## config.mk

```make
export PLATFORM = sky130hd
export DESIGN_NAME = led_pattern_seq
export DESIGN_NICKNAME = d
export VERILOG_FILES = /design/src/rtl/led_pattern_seq.sv
export SDC_FILE = /design/constraint.sdc
export NUM_CORES = 1
export LEC_CHECK = 0
export ABC_CLOCK_PERIOD_IN_PS = 2200
export CAP_MARGIN = 10
export CORE_ASPECT_RATIO = 1.25
export CORE_MARGIN = 1.5
export CORE_UTILIZATION = 35
export CTS_CLUSTER_DIAMETER = 80
export CTS_CLUSTER_SIZE = 40
export DETAILED_ROUTE_END_ITERATION = 8
export PLACE_DENSITY_LB_ADDON = 0.05
export SYNTH_ARGS = -nofsm -noshare
export SYNTH_HDL_FRONTEND = slang
export SYNTH_SLANG_ARGS = --single-unit
export TNS_END_PERCENT = 100
```

## constraint.sdc

```tcl
create_clock -name mclk -period 2.2 [get_ports mclk]
set_input_delay 0.66 -clock mclk [delete_from_list [all_inputs] [get_ports mclk]]
set_output_delay 0.66 -clock mclk [all_outputs]
set_load 0.01 [all_outputs]
```

## src/rtl/led_pattern_seq.sv

```systemverilog
`default_nettype none
// ============================================================================
// Module      : led_pattern_seq
// Description : Tick-stepped LED pattern generator (off/blink/chase/bounce)
//               with global PWM brightness dimming and registered LED drive.
// Revision    : 1.0 - initial release
// ============================================================================
module led_pattern_seq #(
    parameter int N_LEDS   = 8,
    parameter int PWM_BITS = 4
) (
    input  logic                mclk,
    input  logic                rs,
    input  logic                tick,
    input  logic [1:0]          mode,
    input  logic                mode_wr,
    input  logic [PWM_BITS-1:0] brightness,
    output logic [N_LEDS-1:0]   pattern,
    output logic [N_LEDS-1:0]   led,
    output logic [15:0]         step_cnt
);

    localparam logic [1:0]          C_MODE_OFF    = 2'd0;
    localparam logic [1:0]          C_MODE_BLINK  = 2'd1;
    localparam logic [1:0]          C_MODE_CHASE  = 2'd2;
    localparam logic [1:0]          C_MODE_BOUNCE = 2'd3;
    localparam logic                C_DIR_LEFT    = 1'b0;
    localparam logic                C_DIR_RIGHT   = 1'b1;
    localparam logic [N_LEDS-1:0]   C_BIT0        = N_LEDS'(1);
    localparam logic [N_LEDS-1:0]   C_MSB         = {1'b1, {(N_LEDS-1){1'b0}}};
    localparam logic [N_LEDS-1:0]   C_ONES        = {N_LEDS{1'b1}};
    localparam logic [PWM_BITS-1:0] C_PWM_MAX     = {PWM_BITS{1'b1}};
    localparam logic [15:0]         C_STEP_MAX    = 16'hFFFF;

    logic [1:0]          r_mode;
    logic [N_LEDS-1:0]   r_pattern;
    logic                r_dir;
    logic [15:0]         r_step_cnt;
    logic [PWM_BITS-1:0] r_pwm_cnt;
    logic [PWM_BITS-1:0] r_bright;
    logic [N_LEDS-1:0]   r_led;

    logic [1:0]          w_mode_nxt;
    logic [N_LEDS-1:0]   w_pattern_nxt;
    logic                w_dir_nxt;
    logic [15:0]         w_step_nxt;
    logic                w_onehot;
    logic [N_LEDS-1:0]   w_shl;
    logic [N_LEDS-1:0]   w_shr;
    logic [N_LEDS-1:0]   w_rotl;
    logic                w_pwm_on;

    assign w_onehot = (r_pattern != '0) &&
                      ((r_pattern & (r_pattern - N_LEDS'(1))) == '0);
    assign w_shl    = r_pattern << 1;
    assign w_shr    = r_pattern >> 1;
    assign w_rotl   = {r_pattern[N_LEDS-2:0], r_pattern[N_LEDS-1]};

    // State register; brightness is only sampled at the PWM period boundary
    always_ff @(posedge mclk) begin
        if (rs) begin
            r_mode     <= C_MODE_OFF;
            r_pattern  <= '0;
            r_dir      <= C_DIR_LEFT;
            r_step_cnt <= '0;
            r_pwm_cnt  <= '0;
            r_bright   <= C_PWM_MAX;
            r_led      <= '0;
        end else begin
            r_mode     <= w_mode_nxt;
            r_pattern  <= w_pattern_nxt;
            r_dir      <= w_dir_nxt;
            r_step_cnt <= w_step_nxt;
            r_pwm_cnt  <= r_pwm_cnt + PWM_BITS'(1);
            if (r_pwm_cnt == C_PWM_MAX) begin
                r_bright <= brightness;
            end
            r_led      <= r_pattern & {N_LEDS{w_pwm_on}};
        end
    end

    // Next-state logic: mode_wr takes precedence over a coincident tick
    always_comb begin
        w_mode_nxt    = r_mode;
        w_pattern_nxt = r_pattern;
        w_dir_nxt     = r_dir;
        w_step_nxt    = r_step_cnt;
        if (mode_wr) begin
            w_mode_nxt = mode;
            w_step_nxt = '0;
            w_dir_nxt  = C_DIR_LEFT;
            case (mode)
                C_MODE_OFF:   w_pattern_nxt = '0;
                C_MODE_BLINK: w_pattern_nxt = C_ONES;
                default:      w_pattern_nxt = C_BIT0;
            endcase
        end else if (tick) begin
            if (r_step_cnt != C_STEP_MAX) begin
                w_step_nxt = r_step_cnt + 16'd1;
            end
            case (r_mode)
                C_MODE_OFF:   w_pattern_nxt = '0;
                C_MODE_BLINK: w_pattern_nxt = ~r_pattern;
                C_MODE_CHASE: begin
                    if (!w_onehot) begin
                        w_pattern_nxt = C_BIT0;
                        w_dir_nxt     = C_DIR_LEFT;
                    end else begin
                        w_pattern_nxt = w_rotl;
                    end
                end
                C_MODE_BOUNCE: begin
                    if (!w_onehot) begin
                        w_pattern_nxt = C_BIT0;
                        w_dir_nxt     = C_DIR_LEFT;
                    end else if (r_dir == C_DIR_LEFT) begin
                        w_pattern_nxt = w_shl;
                        if (w_shl == C_MSB) begin
                            w_dir_nxt = C_DIR_RIGHT;
                        end
                    end else begin
                        w_pattern_nxt = w_shr;
                        if (w_shr == C_BIT0) begin
                            w_dir_nxt = C_DIR_LEFT;
                        end
                    end
                end
                default:      w_pattern_nxt = r_pattern;
            endcase
        end
    end

    // Full brightness bypasses the compare so the LED never drops a cycle
    always_comb begin
        w_pwm_on = (r_bright == C_PWM_MAX) || (r_pwm_cnt < r_bright);
    end

    assign pattern  = r_pattern;
    assign led      = r_led;
    assign step_cnt = r_step_cnt;

endmodule
`default_nettype wire

```

==> metrics.txt, run 1 <==
Max Root-Sink Buffers 2; worst vdd ir 0.2424 mV; GP Congestion 0.7730; area of the mapped netlist 2236 µm²; worst-margin pin slew 0.5539 ns; synth warn 0; result of the run finished, final reports clean; final worst slack 0.1189 ns; CP Launch Type register; Buffers & Inverters on Critical Path 1; Clk pin slew, worst setup/hold paths 0.08 ns; Remaining Overflow, GRT 0; die span in y 92.36 µm; Ports 42; post-synth top area share just under 40%; max-slew violation count 0; CP required between 1.5 and 2 ns; vias per cell 4.893; Hold Fails Final Rpt 0; initial antenna violation count 0; # H-tree levels 2; Post-synth EDFFs 0; Seq/Total Area, Yosys 38.50%; PortBufs slightly above 40; Synth area leaders dfxtp_1 39%, nor2_1 7.1%, a21oi_1 4.9%; Die ar. 6880 µm²; fraction of registers with async set/reset 0%; Avg WL per Cell around 13 µm; GRT Total Usage 16.45%; setup TNS 0 ns; DRC Markers 0; Setup WS pre-CTS 0.07114 ns; DR iter-0 viols 175; max_slew headroom 63.07%; crit-path cells clkdlybuf4s50_1; Distinct cells, synth 42; crit-path leading delay family buffers and inverters; layout cell share with drive strength beyond 1 11.64%; ANT cells 0; Detailed Route WL 5214 µm; unrepaired setup endpoints after global routing false; CP Capture Type primary output; static leakage approximately 1.1 nW; # fillers 635; Final Non-Filler Cells just over 400; total core area between 6000 and 7000 µm²; f_max 480.5 MHz; overall power 1.718 mW; most frequent cells after synthesis 43 x dfxtp_1, 42 x nor2_1, 22 x a21oi_1; Final setup viols 0; Yosys reg bits between 40 and 50; Initial Util a little over a third; # nets final between 300 and 400; width of the die between 70 and 80 µm; Gate Count Post-Synth roughly 270; Synth Flop Type dfxtp_1; hpwl dp just under 4000 µm; Final Cycle Share 94.59%; Syn Area/Cell about 8.2 µm²; antenna-violating nets left 0; crit path time final 2.081 ns; largest area contributor in the netlist dfxtp_1; DRT Pass-1 Iters 4; placed insts 395; Num CTS Buffers 5; clock skew 0.008753 ns; most common cell in the netlist dfxtp_1; CP max stage delay 0.61 ns; clock sinks 43; largest net degree at the start of global routing 17; Worst Hold Class register to register; global-route wire length before repair just under 9000 µm; area grow syn2layout 28.88%; CTS tree done; DR vias 1972; clk root buf clkbuf_8; Std-Cell Rows 32; PwrDens a little under 600 nW/µm²; syn_nets 287; crit path DAT roughly 1.4 ns; Crit-path slowest cell clkdlybuf4s50_1; CP Class register to primary output; Max Cap Viol 0; worst skew pair latency about 0.30 ns; crit path max fanout 8; vias in the first global route 1880
per-layer routing:
metal / global-route usage, % / part of all wire (%) / up-vias
met2: 27.53 / 50 / 32
met5: 0 / 0 / -
li1: - / - / 1032
met4: 7.424 / 2.5 / 0
met3: 3.808 / 3.5 / 10
met1: 19.57 / 45 / 898
metrics by stage:
step / hold slack (ns) / utilization, % / instance area, µm²
5_1_grt: 0.5041 / 46.73 / 2882
3_5_place_dp: 0.4525 / 44.78 / 2761
6_report: 0.4671 / 46.73 / 2882
4_1_cts: 0.4695 / 46.69 / 2879
3_3_place_gp: 0.4446 / 44.78 / 2761
2_1_floorplan: 0.4252 / - / 2236
report_power, final:
part           switching [mW]  internal, mW
Combinational           0.117         0.116
Clock                   0.279         0.367
Sequential             0.0356         0.803
timing repair:
action	4_1_cts	5_1_grt
hold buffers	0	0
setup buffers	0	0
resized for setup	0	2
endpoints found under the setup margin	0	2
worst paths after layout:
check / start / end / slack, ns / depth (start not counted)
setup / recovery: pattern[0] / pattern[0] / 0.12 / 1
setup reg to reg: pattern[1] / pattern[6] / 0.29 / 6
hold reg to reg: r_pwm_cnt[0] / r_pwm_cnt[0] / 0.47 / 1
hold / removal: r_pwm_cnt[0] / r_pwm_cnt[0] / 0.47 / 1
logic make-up after synthesis:
logic type / Yosys count / share of synthesized area, %
compound gates: 63 / 18.63
mux: 5 / 2.518
fa+ha+maj: 5 / 2.798
xor+xnor: 11 / 4.309
simple gates: 116 / 26.75
flops: 43 / 38.50
buf+inv: 29 / 6.491
final cells by class:
| cell class | instances | area [µm²] | share of cell area, % |
|---|---|---|---|
| Timing Repair Buffer | 56 | 523.0 | 18.15 |
| Clock buffer | 6 | 82.58 | 2.866 |
| Sequential cell | 43 | 863.3 | 29.96 |
| Inverter | 11 | 41.29 | 1.433 |
| Clock inverter | 2 | 35.03 | 1.216 |
| Tap cell | 85 | 106.4 | 3.691 |
| Multi-Input combinational cell | 200 | 1230 | 42.68 |
layout by cell type (no fill, tap or decap), drive strengths merged, types with 3 or more instances in the layout:
master / instances
clkdlybuf4s50: 41
a211oi: 10
nand3: 10
mux2: 5
o21ai: 15
and2: 11
a21oi: 23
buf: 15
or3: 4
a21o: 4
and3: 3
xor2: 9
clkbuf: 6
ha: 5
nand4b: 4
nand2: 20
nor2b: 3
inv: 11
nand4: 7
and4: 5
dfxtp: 43
a211o: 4
nor2: 42
sequential cells by signal (all words and copies together) (netlist names):
register and cells:
r_dir 1, r_bright 4, step_cnt 16, r_mode 2, r_pwm_cnt 4, led 8, pattern 8
Power figures use the tool's default switching activity.
==> inputs of run 2 (changes only) <==
- CORE_UTILIZATION: 35 -> 30
- CTS_CLUSTER_DIAMETER: 80 -> default
==> metrics.txt, run 2 (synthesis results as in run 1) <==
Final Non-Filler Cells 409 (+1.5%); layout cell share with drive strength beyond 1 11.67% (+0.037 points); overall power 1.592 mW (-7.3%); Final Cell Area 2861 µm² (-0.69%); PwrDens 556.5 nW/µm² (-6.6%); crit-path cells clkdlybuf4s50_1; antenna-violating nets left 0 (unchanged); crit path time final 2.074 ns (-0.007505 ns); Worst R2R Setup Slack 0.26 ns (-0.03 ns); Die ar. 7983 µm² (+16%); CP Capture Type primary output; CP required 1.54 ns (about the same); Post-DP Area 2770 µm² (+0.32%); die span in y 99.52 µm (+7.8%); Final Cycle Share 94.25% (-0.34 points); crit path DAT 1.41 ns (about the same); max FFs per register 16 (unchanged); most common cell after layout, fill and taps aside nor2_1; DRT Pass-1 Iters 5 (+1); PortBufs 41 (unchanged); Setup WS pre-CTS 0.03277 ns (-0.03837 ns); Detailed Route WL 5432 µm (+4.2%); hpwl dp 3956 µm (+3.0%); Num CTS Buffers 5 (unchanged); final worst slack 0.1264 ns (+0.007505 ns); worst-margin pin slew 0.6273 ns (+0.07341 ns); CP Class register to primary output; worst skew pair latency 0.29 ns (about the same); Max Root-Sink Buffers 2 (unchanged); hold_buf cts 0 (unchanged); worst hold margin 0.4686 ns (+0.001513 ns); width of the die 80.22 µm (+7.7%); Hold Fails Final Rpt 0 (unchanged); setup bufs post-CTS 0 (unchanged); clock skew 0.003557 ns (-0.005195 ns); Worst Hold Class register to register; Remaining Overflow, GRT 0 (unchanged); f_max 482.3 MHz (+0.36%); clk root buf clkbuf_8; highest-count cells in the layout ignoring fill and taps 42 x nor2_1, 41 x clkdlybuf4s50_1, 40 x dfxtp_1; GP Congestion 0.7508 (-2.9%); post-CTS sizing 0 (unchanged); result of the run finished, final reports clean; DR vias 2008 (+1.8%); Max Cap Viol 0 (unchanged); Std-Cell Rows 35 (+9.4%); CP max stage delay 0.60 ns (about the same); crit path max fanout 9 (+1); global-route wire length before repair 9211 µm (+5.9%); Buffers & Inverters on Critical Path 1 (unchanged); total core area 7313 µm² (+19%); DR iter-0 viols 106 (-39%); CP Launch Type register; max-slew violation count 0 (unchanged); DRC Markers 0 (unchanged); placed insts 402 (+1.8%); worst flop-to-flop path startpoint pattern[7]; Final setup viols 0 (unchanged); Ports 42 (unchanged); min-delay src r_pwm_cnt[0]; ANT cells 0 (unchanged); crit path from pattern[7]; clock sinks 43 (unchanged); Initial Util 30.57% (-5.7 points); crit-path leading delay family buffers and inverters; # H-tree levels 2 (unchanged); max_slew headroom 58.12% (-5.0 points); Clk pin slew, worst setup/hold paths 0.08 ns (about the same); vias per cell 4.910 (+0.33%); largest net degree at the start of global routing 20 (+3); CTS tree done; GRT Total Usage 14.58% (-1.9 points); worst vdd ir 0.2057 mV (-15%); Crit-path slowest cell clkdlybuf4s50_1; static leakage 1.101 nW (-1.2%); area grow syn2layout 27.98%; vias in the first global route 1883 (+0.16%); # nets final 332 (unchanged); initial antenna violation count 0 (unchanged); unrepaired setup endpoints after global routing false; final core occ 39.13% (-7.6 points); setup TNS 0 ns (unchanged); Avg WL per Cell 13.28 µm (+2.7%)
run 2: cell count changes in the layout (fill, tap and decap cells not counted), sizes merged:
cell    change
bufinv      -1
run 2: final cells by class:
| type | count | area, µm² |
|---|---|---|
| inverters | 11 | 41.29 |
| fillers | 769 | 4452 |
| clock buffers | 6 | 82.58 |
| clock inverters | 1 | 5.005 |
| flip-flops and latches | 43 | 864.6 |
| multi-input cells | 200 | 1230 |
| repair buffers | 56 | 523.0 |
| well taps | 92 | 115.1 |
run 2: where the power goes:
group / leakage [nW] / switching, mW / internal (mW)
clock network: 0.0470 / 0.268 / 0.247
registers: 0.351 / 0.0397 / 0.803
logic: 0.703 / 0.117 / 0.117
total: 1.10 / 0.426 / 1.17
run 2: path summary, 6_finish.rpt:
check / end / depth (start not counted)
max: pattern[7] / 1
min reg2reg: r_pwm_cnt[0] / 1
min: r_pwm_cnt[0] / 1
max reg2reg: pattern[4] / 6
run 2: routing by layer:
| metal | GRT usage, % | vias up | share of wire, % |
|---|---|---|---|
| li1 | - | 1031 | - |
| met4 | 4.775 | 0 | 1.3 |
| met5 | 0 | - | 0 |
| met2 | 25.53 | 46 | 50 |
| met3 | 2.752 | 6 | 3.8 |
| met1 | 17.67 | 925 | 45 |
==> inputs of run 3 (changes only) <==
- CTS_BUF_LIST: default -> sky130_fd_sc_hd__clkbuf_8
==> results of run 3 <==
The final DEF is identical to that of run 2; final timing and power are the same.
